===== src/rtl/shift_rotate_seq_pkg.sv =====
// Shared definitions for the shift/rotate sequencer: opcode values,
// sequencer states and default widths.
package shift_rotate_seq_pkg;

  localparam int SR_WIDTH = 16;
  localparam int SR_CNT_W = 8;

  localparam logic [2:0] OP_ROL = 3'b000;
  localparam logic [2:0] OP_ROR = 3'b001;
  localparam logic [2:0] OP_RCL = 3'b010;
  localparam logic [2:0] OP_RCR = 3'b011;
  localparam logic [2:0] OP_SHL = 3'b100;
  localparam logic [2:0] OP_SHR = 3'b101;
  localparam logic [2:0] OP_SAL = 3'b110;
  localparam logic [2:0] OP_SAR = 3'b111;

  typedef enum logic [1:0] {
    ST_IDLE = 2'd0,
    ST_RUN  = 2'd1,
    ST_DONE = 2'd2
  } state_e;

endpackage


===== src/rtl/shift_rotate_seq_step.sv =====
// Combinational single-bit shift/rotate step through {CF, operand}.
// Byte mode touches only bits 7:0; the upper bits pass through unchanged.
module shift_rotate_seq_step
  import shift_rotate_seq_pkg::*;
#(
  parameter int WIDTH = SR_WIDTH
) (
  input  logic [2:0]       op_i,
  input  logic             w_i,
  input  logic             cf_i,
  input  logic [WIDTH-1:0] operand_i,
  output logic [WIDTH-1:0] operand_o,
  output logic             cf_o,
  output logic             of_o
);

  logic [WIDTH-1:0] word_res;
  logic             word_cf;
  logic [7:0]       byte_res;
  logic             byte_cf;
  logic [7:0]       b;
  logic             res_top;
  logic             res_top2;
  logic             old_top;

  assign b = operand_i[7:0];

  // One step on the full word.
  always_comb begin
    // NOTE: every output of a combinational block gets a default first so no
    // path through the case can leave it unassigned and infer a latch.
    word_res = operand_i;
    word_cf  = cf_i;
    case (op_i)
      OP_ROL: begin
        word_res = {operand_i[WIDTH-2:0], operand_i[WIDTH-1]};
        word_cf  = operand_i[WIDTH-1];
      end
      OP_ROR: begin
        word_res = {operand_i[0], operand_i[WIDTH-1:1]};
        word_cf  = operand_i[0];
      end
      OP_RCL: begin
        word_res = {operand_i[WIDTH-2:0], cf_i};
        word_cf  = operand_i[WIDTH-1];
      end
      OP_RCR: begin
        word_res = {cf_i, operand_i[WIDTH-1:1]};
        word_cf  = operand_i[0];
      end
      OP_SHL, OP_SAL: begin
        word_res = {operand_i[WIDTH-2:0], 1'b0};
        word_cf  = operand_i[WIDTH-1];
      end
      OP_SHR: begin
        word_res = {1'b0, operand_i[WIDTH-1:1]};
        word_cf  = operand_i[0];
      end
      OP_SAR: begin
        word_res = {operand_i[WIDTH-1], operand_i[WIDTH-1:1]};
        word_cf  = operand_i[0];
      end
      default: begin
        word_res = operand_i;
        word_cf  = cf_i;
      end
    endcase
  end

  // One step on the low byte.
  always_comb begin
    byte_res = b;
    byte_cf  = cf_i;
    case (op_i)
      OP_ROL: begin
        byte_res = {b[6:0], b[7]};
        byte_cf  = b[7];
      end
      OP_ROR: begin
        byte_res = {b[0], b[7:1]};
        byte_cf  = b[0];
      end
      OP_RCL: begin
        byte_res = {b[6:0], cf_i};
        byte_cf  = b[7];
      end
      OP_RCR: begin
        byte_res = {cf_i, b[7:1]};
        byte_cf  = b[0];
      end
      OP_SHL, OP_SAL: begin
        byte_res = {b[6:0], 1'b0};
        byte_cf  = b[7];
      end
      OP_SHR: begin
        byte_res = {1'b0, b[7:1]};
        byte_cf  = b[0];
      end
      OP_SAR: begin
        byte_res = {b[7], b[7:1]};
        byte_cf  = b[0];
      end
      default: begin
        byte_res = b;
        byte_cf  = cf_i;
      end
    endcase
  end

  // Select width and derive the overflow flag of this step.
  always_comb begin
    if (w_i) begin
      operand_o = word_res;
      cf_o      = word_cf;
      res_top   = word_res[WIDTH-1];
      res_top2  = word_res[WIDTH-2];
      old_top   = operand_i[WIDTH-1];
    end else begin
      operand_o = {operand_i[WIDTH-1:8], byte_res};
      cf_o      = byte_cf;
      res_top   = byte_res[7];
      res_top2  = byte_res[6];
      old_top   = b[7];
    end
    case (op_i)
      OP_ROR, OP_RCR: of_o = res_top ^ res_top2;
      OP_SHR:         of_o = old_top;
      OP_SAR:         of_o = 1'b0;
      default:        of_o = res_top ^ cf_o;
    endcase
  end

endmodule


===== src/rtl/shift_rotate_seq.sv =====
// Multi-cycle 8088 shift/rotate sequencer: one bit per clock through
// {CF, operand} for the full, unmasked count, with START/BUSY/DONE handshake.
module shift_rotate_seq
  import shift_rotate_seq_pkg::*;
#(
  parameter int WIDTH = SR_WIDTH,
  parameter int CNT_W = SR_CNT_W
) (
  input  logic             clk,
  input  logic             rst_n,
  input  logic             start_i,
  input  logic [2:0]       op_i,
  input  logic             w_i,
  input  logic [WIDTH-1:0] a_i,
  input  logic [CNT_W-1:0] cnt_i,
  input  logic             cin_i,
  output logic             busy_o,
  output logic             done_o,
  output logic [WIDTH-1:0] r_o,
  output logic             cf_o,
  output logic             of_o
);

  state_e           state_q;
  logic [2:0]       op_q;
  logic             w_q;
  logic [WIDTH-1:0] opnd_q;
  logic             cf_q;
  logic             of_q;
  logic [CNT_W-1:0] cnt_q;
  logic             busy_q;
  logic             done_q;

  logic [WIDTH-1:0] opnd_d;
  logic             cf_d;
  logic             of_d;

  shift_rotate_seq_step #(.WIDTH(WIDTH)) u_step (
    .op_i      (op_q),
    .w_i       (w_q),
    .cf_i      (cf_q),
    .operand_i (opnd_q),
    .operand_o (opnd_d),
    .cf_o      (cf_d),
    .of_o      (of_d)
  );

  // Sequencer FSM: accept a request, step once per clock, pulse DONE.
  // NOTE: asynchronous active-low reset clears state and every visible
  // output immediately, discarding any operation in flight.
  always_ff @(posedge clk or negedge rst_n) begin
    if (!rst_n) begin
      state_q <= ST_IDLE;
      op_q    <= OP_ROL;
      w_q     <= 1'b0;
      opnd_q  <= '0;
      cf_q    <= 1'b0;
      of_q    <= 1'b0;
      cnt_q   <= '0;
      busy_q  <= 1'b0;
      done_q  <= 1'b0;
    end else begin
      // NOTE: sequential state uses non-blocking assignments so every
      // register samples the pre-edge values regardless of statement order.
      case (state_q)
        ST_IDLE: begin
          done_q <= 1'b0;
          if (start_i) begin
            op_q   <= op_i;
            w_q    <= w_i;
            opnd_q <= a_i;
            cf_q   <= cin_i;
            cnt_q  <= cnt_i;
            busy_q <= 1'b1;
            if (cnt_i == '0) begin
              // Zero count: result is the operand, OF keeps its old value.
              state_q <= ST_DONE;
              done_q  <= 1'b1;
            end else begin
              state_q <= ST_RUN;
            end
          end
        end
        ST_RUN: begin
          opnd_q <= opnd_d;
          cf_q   <= cf_d;
          cnt_q  <= cnt_q - 1'b1;
          if (cnt_q == CNT_W'(1)) begin
            of_q    <= of_d;
            state_q <= ST_DONE;
            done_q  <= 1'b1;
          end
        end
        ST_DONE: begin
          done_q  <= 1'b0;
          busy_q  <= 1'b0;
          state_q <= ST_IDLE;
        end
        default: begin
          done_q  <= 1'b0;
          busy_q  <= 1'b0;
          state_q <= ST_IDLE;
        end
      endcase
    end
  end

  assign busy_o = busy_q;
  assign done_o = done_q;
  assign r_o    = opnd_q;
  assign cf_o   = cf_q;
  assign of_o   = of_q;

endmodule


===== config.mk =====
export PLATFORM = sky130hd
export DESIGN_NAME = shift_rotate_seq
export DESIGN_NICKNAME = d
export VERILOG_FILES = /design/src/rtl/shift_rotate_seq_pkg.sv /design/src/rtl/shift_rotate_seq_step.sv /design/src/rtl/shift_rotate_seq.sv
export SDC_FILE = /design/constraint.sdc
export NUM_CORES = 1
export LEC_CHECK = 0
export BUFFER_PORTS_ARGS = -buffer_cell sky130_fd_sc_hd__buf_2
export CAP_MARGIN = 20
export CORE_AREA = 2 2 70 85
export CTS_BUF_LIST = sky130_fd_sc_hd__clkbuf_4 sky130_fd_sc_hd__clkbuf_8
export CTS_CLUSTER_DIAMETER = 40
export DETAILED_ROUTE_END_ITERATION = 16
export DIE_AREA = 0 0 72 87
export GPL_TIMING_DRIVEN = 0
export SLEW_MARGIN = 20
export SYNTH_ARGS = -nofsm -noshare
export SYNTH_HDL_FRONTEND = slang
export SYNTH_HIERARCHICAL = 1
export SYNTH_SLANG_ARGS = --single-unit
export TNS_END_PERCENT = 50

===== constraint.sdc =====
create_clock -name clk -period 4.4 [get_ports clk]
set_input_delay 0.44 -clock clk [delete_from_list [all_inputs] [get_ports clk]]
set_output_delay 0.44 -clock clk [all_outputs]
set_load 0.1 [all_outputs]

==> metrics <==
Setup crit start kind=flip-flop; Die W=between 70 and 80 µm; CP Capture Type=output port; ys flop type=dfrtp_1; clock insertion delay at the later pin of the skew report=0.28 ns; area leader, netlist=dfrtp_1; total track usage=0.176; EDFF count, synth=0; die height=a little under 90 µm; gpl congestion=0.796; status=finished, final reports clean; Most Used Layer, Global Route=met2; Net count, final=~300; vias per cell=5.50; drt pass-1 iters=4; initial core utilization=0.382; Post-CTS Hold Buffers=0; fraction of registers with async set/reset=1.00; Min-Delay Path Class=primary input to asynchronous set/reset pin; top-count cell post-synth=dfrtp_1; largest net degree at the start of global routing=35; post-synthesis average cell area=roughly 9.8 µm²; worst slew pin tran=around 0.75 ns; Required @ worst endpoint=approximately 4.0 ns; Unique masters post-synth=46; CP top delay family=buffers and inverters; Clk Tree Root Cell=clkbuf_8; CP max stage cell=buf_2; Final Skew=around 0.0032 ns; CP Data Arrival Time=~1.2 ns; # diodes=0; die footprint=6260 µm²; vias in the first global route=about 1800; core region area=between 5000 and 6000 µm²; largest cells by area after synthesis=dfrtp_1 (40%), mux2i_1 (13%), o21ai_0 (5.9%); Post-CTS Setup Repair Bufs=0; Area Growth Syn to Fin=20.4%; Worst slew margin=0.501; Fin. Hold Viols=0; setup TNS=0 ns; final wirelength=around 5200 µm; Final Cycle Share=0.374; # IOs=between 50 and 60; first-pass GRT wire length=8540 µm; CTS H-tree lvls=2; Cells after Synth=around 220; I/O Buffers=a little over 50; Setup Viol. Count Final=0; clock-pin slew on the worst setup and hold paths=approximately 0.07 ns; DR iter-0 viols=about 180; synthesized flop and latch total=34; M2 GR Usage=0.305; num rows=30; TritonCTS clock tree=built; fmax=0.607 GHz; post-CTS sizing=0; Final ANT Viol Nets=0; GR met3 Demand/Resource=0.0394; post-synthesis sequential area ratio=0.404; WS Path Type=flip-flop to output port; detailed placer's ending HPWL=between 3000 and 4000 µm; drt wl/cell=15.4 µm; routing usage on met1=0.224; Yosys top cell area share=0.404; Ys Warns=6; initial antenna violation count=0; most instantiated cells after synthesis=dfrtp_1 (34), mux2i_1 (27), o21ai_0 (25), nand2_1 (23), a21oi_1 (13); Remaining Overflow, GRT=0; slowest stage delay, CP=around 0.47 ns; CP cell instances=buf_2; Longest Clk Path Bufs=2; Max-cap violations=0; total CTS buffers=5; CP Max Fanout=6; Pins Over Slew Limit=0; min Tclk post-route=1.65 ns; Worst Path Buf+Inv=1; unrepaired setup endpoints after global routing=false; clock tree sinks=34; fraction of layout cells with a size suffix above 1=0.307; Post-Syn Area=~2100 µm²; Synthesized Nets=about 250; DRC Markers=0; total number of vias=approximately 1900
## cells by family after synthesis
kind of cell	share of synthesized area
xor+xnor	0.00416
compound gates	0.166
mux	0.189
fa+ha+maj	0.0119
buf+inv	0.0535
flops	0.404
simple gates	0.172
## per-stage QoR
stage          setup slack [ns]  cells  hold slack (ns)  area [µm²]  utilization
3_5_place_dp               2.71    330            0.501        2440        0.442
5_1_grt                    2.67    338            0.282        2540        0.460
4_1_cts                    2.75    338            0.258        2540        0.460
2_1_floorplan              2.45    215            0.144        2110            -
6_report                   2.75    338            0.219        2540        0.460
3_3_place_gp               2.71    330            0.497        2440        0.442
## metal layers
layer / vias to the layer above / part of all wire
li1: 897 / -
met1: 902 / 0.45
met2: 53 / 0.50
met3: 7 / 0.044
met4: 0 / 0.011
met5: - / 0
## state kept, by name, summed over array words and instances, names as in the netlist
register and count:
busy_o 1, cf_o 1, cnt_q 8, done_o 1, of_o 1, op_q 3, r_o 16, state_q 2
w_q 1
## cell usage in the layout (no fill, tap or decap), types with 2 or more instances in the layout
cell,n
dfrtp_1,34
mux2_2,6
buf_4,3
nor3_1,2
nor2_1,10
nand2_1,23
nand2b_1,3
ha_1,2
or4b_1,2
a31oi_1,3
nor2b_1,4
nor4_1,3
o211ai_1,2
nor3b_1,4
a211oi_1,3
buf_2,54
a21oi_1,13
clkbuf_8,6
inv_1,7
clkbuf_1,4
nand4_1,2
buf_6,3
nand3b_1,2
o21ai_0,25
mux2_4,4
mux2i_1,27
## final timing paths
kind,startpoint,to,slack [ns],cells after the start
hold reg to reg,done_o,done_o,0.52,2
hold / removal,rst_n,r_o[2],0.22,1
max in group asynchronous,rst_n,r_o[8],3.70,1
setup / recovery,r_o[7],r_o[7],2.75,1
setup reg to reg,cnt_q[0],cnt_q[6],2.80,5
min in group clk,op_i[1],op_q[1],0.38,2
## final cells by class
cell class / instances / area (µm²)
tap: 64 / 80.1
sequential: 34 / 851
clock buffer: 7 / 90.1
fill: 564 / 2980
multi-input combinational: 161 / 1140
inverter: 7 / 26.3
buffer: 13 / 86.3
clock inverter: 1 / 5.00
timing repair buffer: 51 / 255
Power is left out: the tool's default activity adds up to more than one toggle a clock period on the data nets, which glitch-free logic cannot reach.
